[src/rtl/score_keeper.sv]
// Debounces two point buttons and keeps a saturating score per player.
// Scoring is gated by the game-state block's stateGm and cleared by new_game.
module score_keeper #(
    parameter int SCR_W     = 4,
    parameter int WIN_SCORE = 5,
    parameter int DB_TICKS  = 10
) (
    input  logic             clk,
    input  logic             reset,
    input  logic             clk_1ms,
    input  logic             p1_btn,
    input  logic             p2_btn,
    input  logic             new_game,
    input  logic [1:0]       stateGm,
    output logic [SCR_W-1:0] p1_scr,
    output logic [SCR_W-1:0] p2_scr,
    output logic             p1_pt,
    output logic             p2_pt
);

    localparam int CNT_W = (DB_TICKS > 1) ? $clog2(DB_TICKS) : 1;
    localparam logic [CNT_W-1:0] CNT_TC = CNT_W'(DB_TICKS - 1);
    localparam logic [SCR_W-1:0] WIN    = SCR_W'(WIN_SCORE);
    localparam logic [1:0]       ST_PLAYING = 2'b01;

    logic [1:0]       btn;
    logic [1:0]       sync_a;
    logic [1:0]       sync_b;
    logic [1:0]       db_lvl;
    logic [1:0]       db_lvl_q;
    logic [1:0]       req;
    logic [1:0]       pt;
    logic [CNT_W-1:0] db_cnt [2];
    logic [SCR_W-1:0] scr    [2];

    assign btn = {p2_btn, p1_btn};

    always_ff @(posedge clk) begin
        if (!reset) begin
            sync_a   <= '0;
            sync_b   <= '0;
            db_lvl   <= '0;
            db_lvl_q <= '0;
            req      <= '0;
            pt       <= '0;
            for (int i = 0; i < 2; i++) begin
                db_cnt[i] <= '0;
                scr[i]    <= '0;
            end
        end else begin
            sync_a   <= btn;
            sync_b   <= sync_a;
            db_lvl_q <= db_lvl;
            req      <= db_lvl & ~db_lvl_q;
            for (int i = 0; i < 2; i++) begin
                // any agreement with the current level restarts the stability window
                if (sync_b[i] == db_lvl[i]) begin
                    db_cnt[i] <= '0;
                end else if (clk_1ms) begin
                    if (db_cnt[i] == CNT_TC) begin
                        db_lvl[i] <= ~db_lvl[i];
                        db_cnt[i] <= '0;
                    end else begin
                        db_cnt[i] <= db_cnt[i] + 1'b1;
                    end
                end

                if (new_game) begin
                    scr[i] <= '0;
                    pt[i]  <= 1'b0;
                end else if (req[i] && stateGm == ST_PLAYING && scr[i] < WIN) begin
                    scr[i] <= scr[i] + 1'b1;
                    pt[i]  <= 1'b1;
                end else begin
                    pt[i]  <= 1'b0;
                end
            end
        end
    end

    assign p1_scr = scr[0];
    assign p2_scr = scr[1];
    assign p1_pt  = pt[0];
    assign p2_pt  = pt[1];

endmodule

[config.mk]
export PLATFORM = sky130hd
export DESIGN_NAME = score_keeper
export DESIGN_NICKNAME = d
export VERILOG_FILES = /design/src/rtl/score_keeper.sv
export SDC_FILE = /design/constraint.sdc
export NUM_CORES = 1
export LEC_CHECK = 0
export BUFFER_PORTS_ARGS = -buffer_cell sky130_fd_sc_hd__buf_4
export CORE_MARGIN = 2
export CORE_UTILIZATION = 54
export DETAILED_ROUTE_END_ITERATION = 8
export MAX_ROUTING_LAYER = met4
export PLACE_DENSITY = 0.74
export SKIP_LAST_GASP = 1
export SYNTH_ARGS = -nofsm -noshare
export SYNTH_HDL_FRONTEND = slang
export SYNTH_SLANG_ARGS = --single-unit
[constraint.sdc]
create_clock -name clk -period 1.5 [get_ports clk]
set_input_delay 0.075 -clock clk [delete_from_list [all_inputs] [get_ports clk]]
set_output_delay 0.075 -clock clk [all_outputs]
set_load 0.02 [all_outputs]
==> flow_metrics.py <==
metrics = {
    "status": {
        "run_status": "complete, no violations",
    },
    "worst_setup_path": {
        "critPathMaxStageDelay_ns": 0.46,
        "crit_chain": "inv_1 -> ha_1 -> nand2b_1 -> nand4b_4 -> nand2_2",
        "critical_path_required_ns": 1.55,
        "cp.arrival_ns": 1.41,
        "crit_path_start_kind": "register",
        "crit_slowest_cell": "edfxtp_1",
        "crit_fanout": 6,
        "crit_type": "register to register",
        "startpoint": "scr[0][1]",
        "crit_family": "flip-flops",
        "endpoint_kind": "register",
        "path_buf_inv": 1,
        "rr_startpoint": "scr[0][1]",
    },
    "timing": {
        "fin_ws_ns": 0.133,
        "final.min_clock_period_ns": 1.37,
        "finalSetupViolations": 0,
        "drv_slew": 0,
        "rsz0062_at_grt": "false",
        "fmax_mhz": 732,
        "hold_viol_final": 0,
        "relSlewSlack_pct": 82.7,
        "finClkSkew_ns": 0.0115,
        "worstMarginPinSlew_ns": 0.260,
        "tns_ns": 0,
        "fin_crit_sh_pct": 91.1,
    },
    "synthesis": {
        "synth-seq-area-share_pct": 58.7,
        "synth_seq_cells": 28,
        "syn_nets": 124,
        "post_synth_num_cell_types": 20,
        "postSynthAreaPerCell_sq_um": 11.4,
        "synth_area_leaders": "edfxtp_1 39%, dfxtp_1 20%, ha_1 8.1%, nor2_1 5.5%, inv_1 3.7%",
        "synth_area_sq_um": 1230,
        "syn_inst": 108,
        "synth_top_area_cell": "edfxtp_1",
        "yosysTopAreaCellShare_pct": 39.1,
        "ys_warn_count": 0,
    },
    "global_route": {
        "grt_max_degree": 17,
        "first_global_vias": 784,
        "grt_pass1_wl_mm": 3.13,
        "grt_overflow": 0,
        "antenna_found_initial": 0,
        "grt_usage_pct": 16.7,
    },
    "clock_network": {
        "insertion_delay_ns": 0.33,
        "cts_buffers": 3,
        "cts_buffer_depth": 2,
        "cts.sinks": 28,
        "cts_setup_buffers": 0,
        "cts_tree": "built",
        "cts_root_buf": "clkbuf_4",
        "cts_max_level": 1,
        "clkTransAtPathRegs_ns": 0.15,
    },
    "routing": {
        "ant_nets": 0,
        "num_vias": 804,
        "drcViolationCount": 0,
        "via_per_inst": 4.99,
        "drt_iter0_drc": 8,
        "dr.pass1.iters": 4,
        "avgRoutedWirePerCell_um": 11.6,
        "routed_wl_mm": 1.87,
    },
    "power": {
        "vdd_drop_max_v": 0.000626,
        "p_leak_nw": 0.652,
        "p_int_w": 0.00115,
        "p_clk_share_pct": 33.9,
        "power_frac_seq_pct": 59.2,
        "swShare_pct": 19.4,
        "p_sw_w": 0.000275,
        "power_density_nw_per_um2": 949,
        "p_comb_share_pct": 6.9,
    },
    "die": {
        "die_w_um": 51.7,
        "ioPinCount": 18,
        "rows": 17,
        "start_util_pct": 56.1,
        "die_area_sq_um": 2670,
        "core_area_sq_um": 2190,
        "die_h_um": 51.7,
    },
    "placement": {
        "io_buffers": 17,
        "place.detailed.hpwl_mm": 1.42,
        "gp_congestion": 0.807,
        "dp_slack_ns": 0.0559,
    },
    "flow_run": {
        "maxCapViolCount": 0,
    },
    "finish": {
        "nets": 150,
        "final_core_util_pct": 68.3,
        "synthToLayoutAreaGrowth_pct": 21.8,
        "post_route_cells_drive_above_1_share_pct": 22.6,
        "diodes": 0,
    },
    "hold_path": {
        "hp-start": "reset",
        "hp-class": "primary input to register",
    },
}
==> flip-flops by register name, indices dropped and copies added, names as in the netlist <==
register and cells:
db_cnt 8, scr 8, db_lvl 2, db_lvl_q 2
pt 2, req 2, sync_a 2, sync_b 2
==> cell families after synthesis <==
kind of cell	after synthesis	share of synthesized area, %
AND/OR/NAND/NOR	45	20.2
adder cells (fa/ha/maj)	8	8.15
buffers and inverters	13	4.07
flip-flops	28	58.7
XOR/XNOR	8	5.70
AO/OA/AOI/OAI	6	3.26
==> what timing repair did <==
item,CTS,global route
endpoints found under the hold margin,2,0
setup endpoints to repair,0,11
resized for setup,0,3
hold buffers,2,0
==> through the flow <==
step	cells	area [sq um]	total power [W]	hold WS [ns]
detailed placement	155	1410	0.000949	0.289
finish	161	1500	0.00142	0.0652
global route	161	1500	0.00148	0.0546
floorplan	108	1230	0.000905	0.202
CTS	161	1480	0.00143	0.0566
global placement	155	1410	0.000946	0.282
==> cells in the mapped netlist <==
master,instances
nand4b_1,2
nand3_1,4
nand4b_2,1
ha_1,8
edfxtp_1,16
buf_2,1
nand2b_1,2
xor2_1,4
and4bb_4,1
xnor2_1,4
nand4b_4,1
nor2_1,18
o21ai_0,2
and2_1,4
o2111ai_1,2
a31oi_1,2
inv_1,12
nor2b_1,2
nand2_1,10
dfxtp_1,12
==> layer usage <==
layer / up-vias / global-route usage, % / routed length, um
met1: 374 / 18.1 / 795
met4: 0 / 9.65 / 16
met5: - / - / 0
met2: 18 / 29.1 / 976
li1: 410 / - / -
met3: 2 / 2.59 / 80
==> final timing paths <==
path	cells after the start	slack, ns	endpoint
setup / recovery	5	0.13	scr[0][3]
hold / removal	3	0.07	db_lvl_q[1]
setup reg to reg	5	0.13	scr[0][3]
hold reg to reg	1	0.41	req[1]
==> power groups by stage <==
| stage | Combinational [W] | Clock [W] | Sequential [W] |
|---|---|---|---|
| 6_report | 0.0000975 | 0.000482 | 0.000840 |
| 5_1_grt | 0.000107 | 0.000529 | 0.000843 |
| 4_1_cts | 0.0000967 | 0.000488 | 0.000840 |
| 3_5_place_dp | 0.0000916 | 0 | 0.000857 |
| 3_3_place_gp | 0.0000896 | 0 | 0.000856 |
| 2_1_floorplan | 0.0000375 | 0 | 0.000868 |
==> tightest hold or removal path, cell delays in order <==
cell     delay (ns)
buf_4          0.16
nand2_1        0.09
inv_1          0.04
==> final cells by class <==
type / instances / area (sq um)
clock buffers: 3 / 22.5
repair buffers: 22 / 170
flip-flops and latches: 28 / 721
inverters: 12 / 45.0
well taps: 28 / 35.0
clock inverters: 1 / 30.0
multi-input cells: 67 / 473
fillers: 160 / 694
==> layout by cell type (no fill, tap or decap) <==
cell            n
a31oi_1         2
and2_1          4
and4bb_4        1
buf_4          20
bufinv_16       1
clkbuf_4        3
dfxtp_1        12
dlygate4sd3_1   2
edfxtp_1       16
ha_1            8
inv_1          12
nand2_1         9
nand2_2         1
nand2b_1        2
nand3_1         4
nand4b_1        2
nand4b_2        1
nand4b_4        1
nor2_1         18
nor2b_1         2
o2111ai_2       2
o21ai_0         2
xnor2_1         4
xor2_1          4
Power figures use the tool's default switching activity.
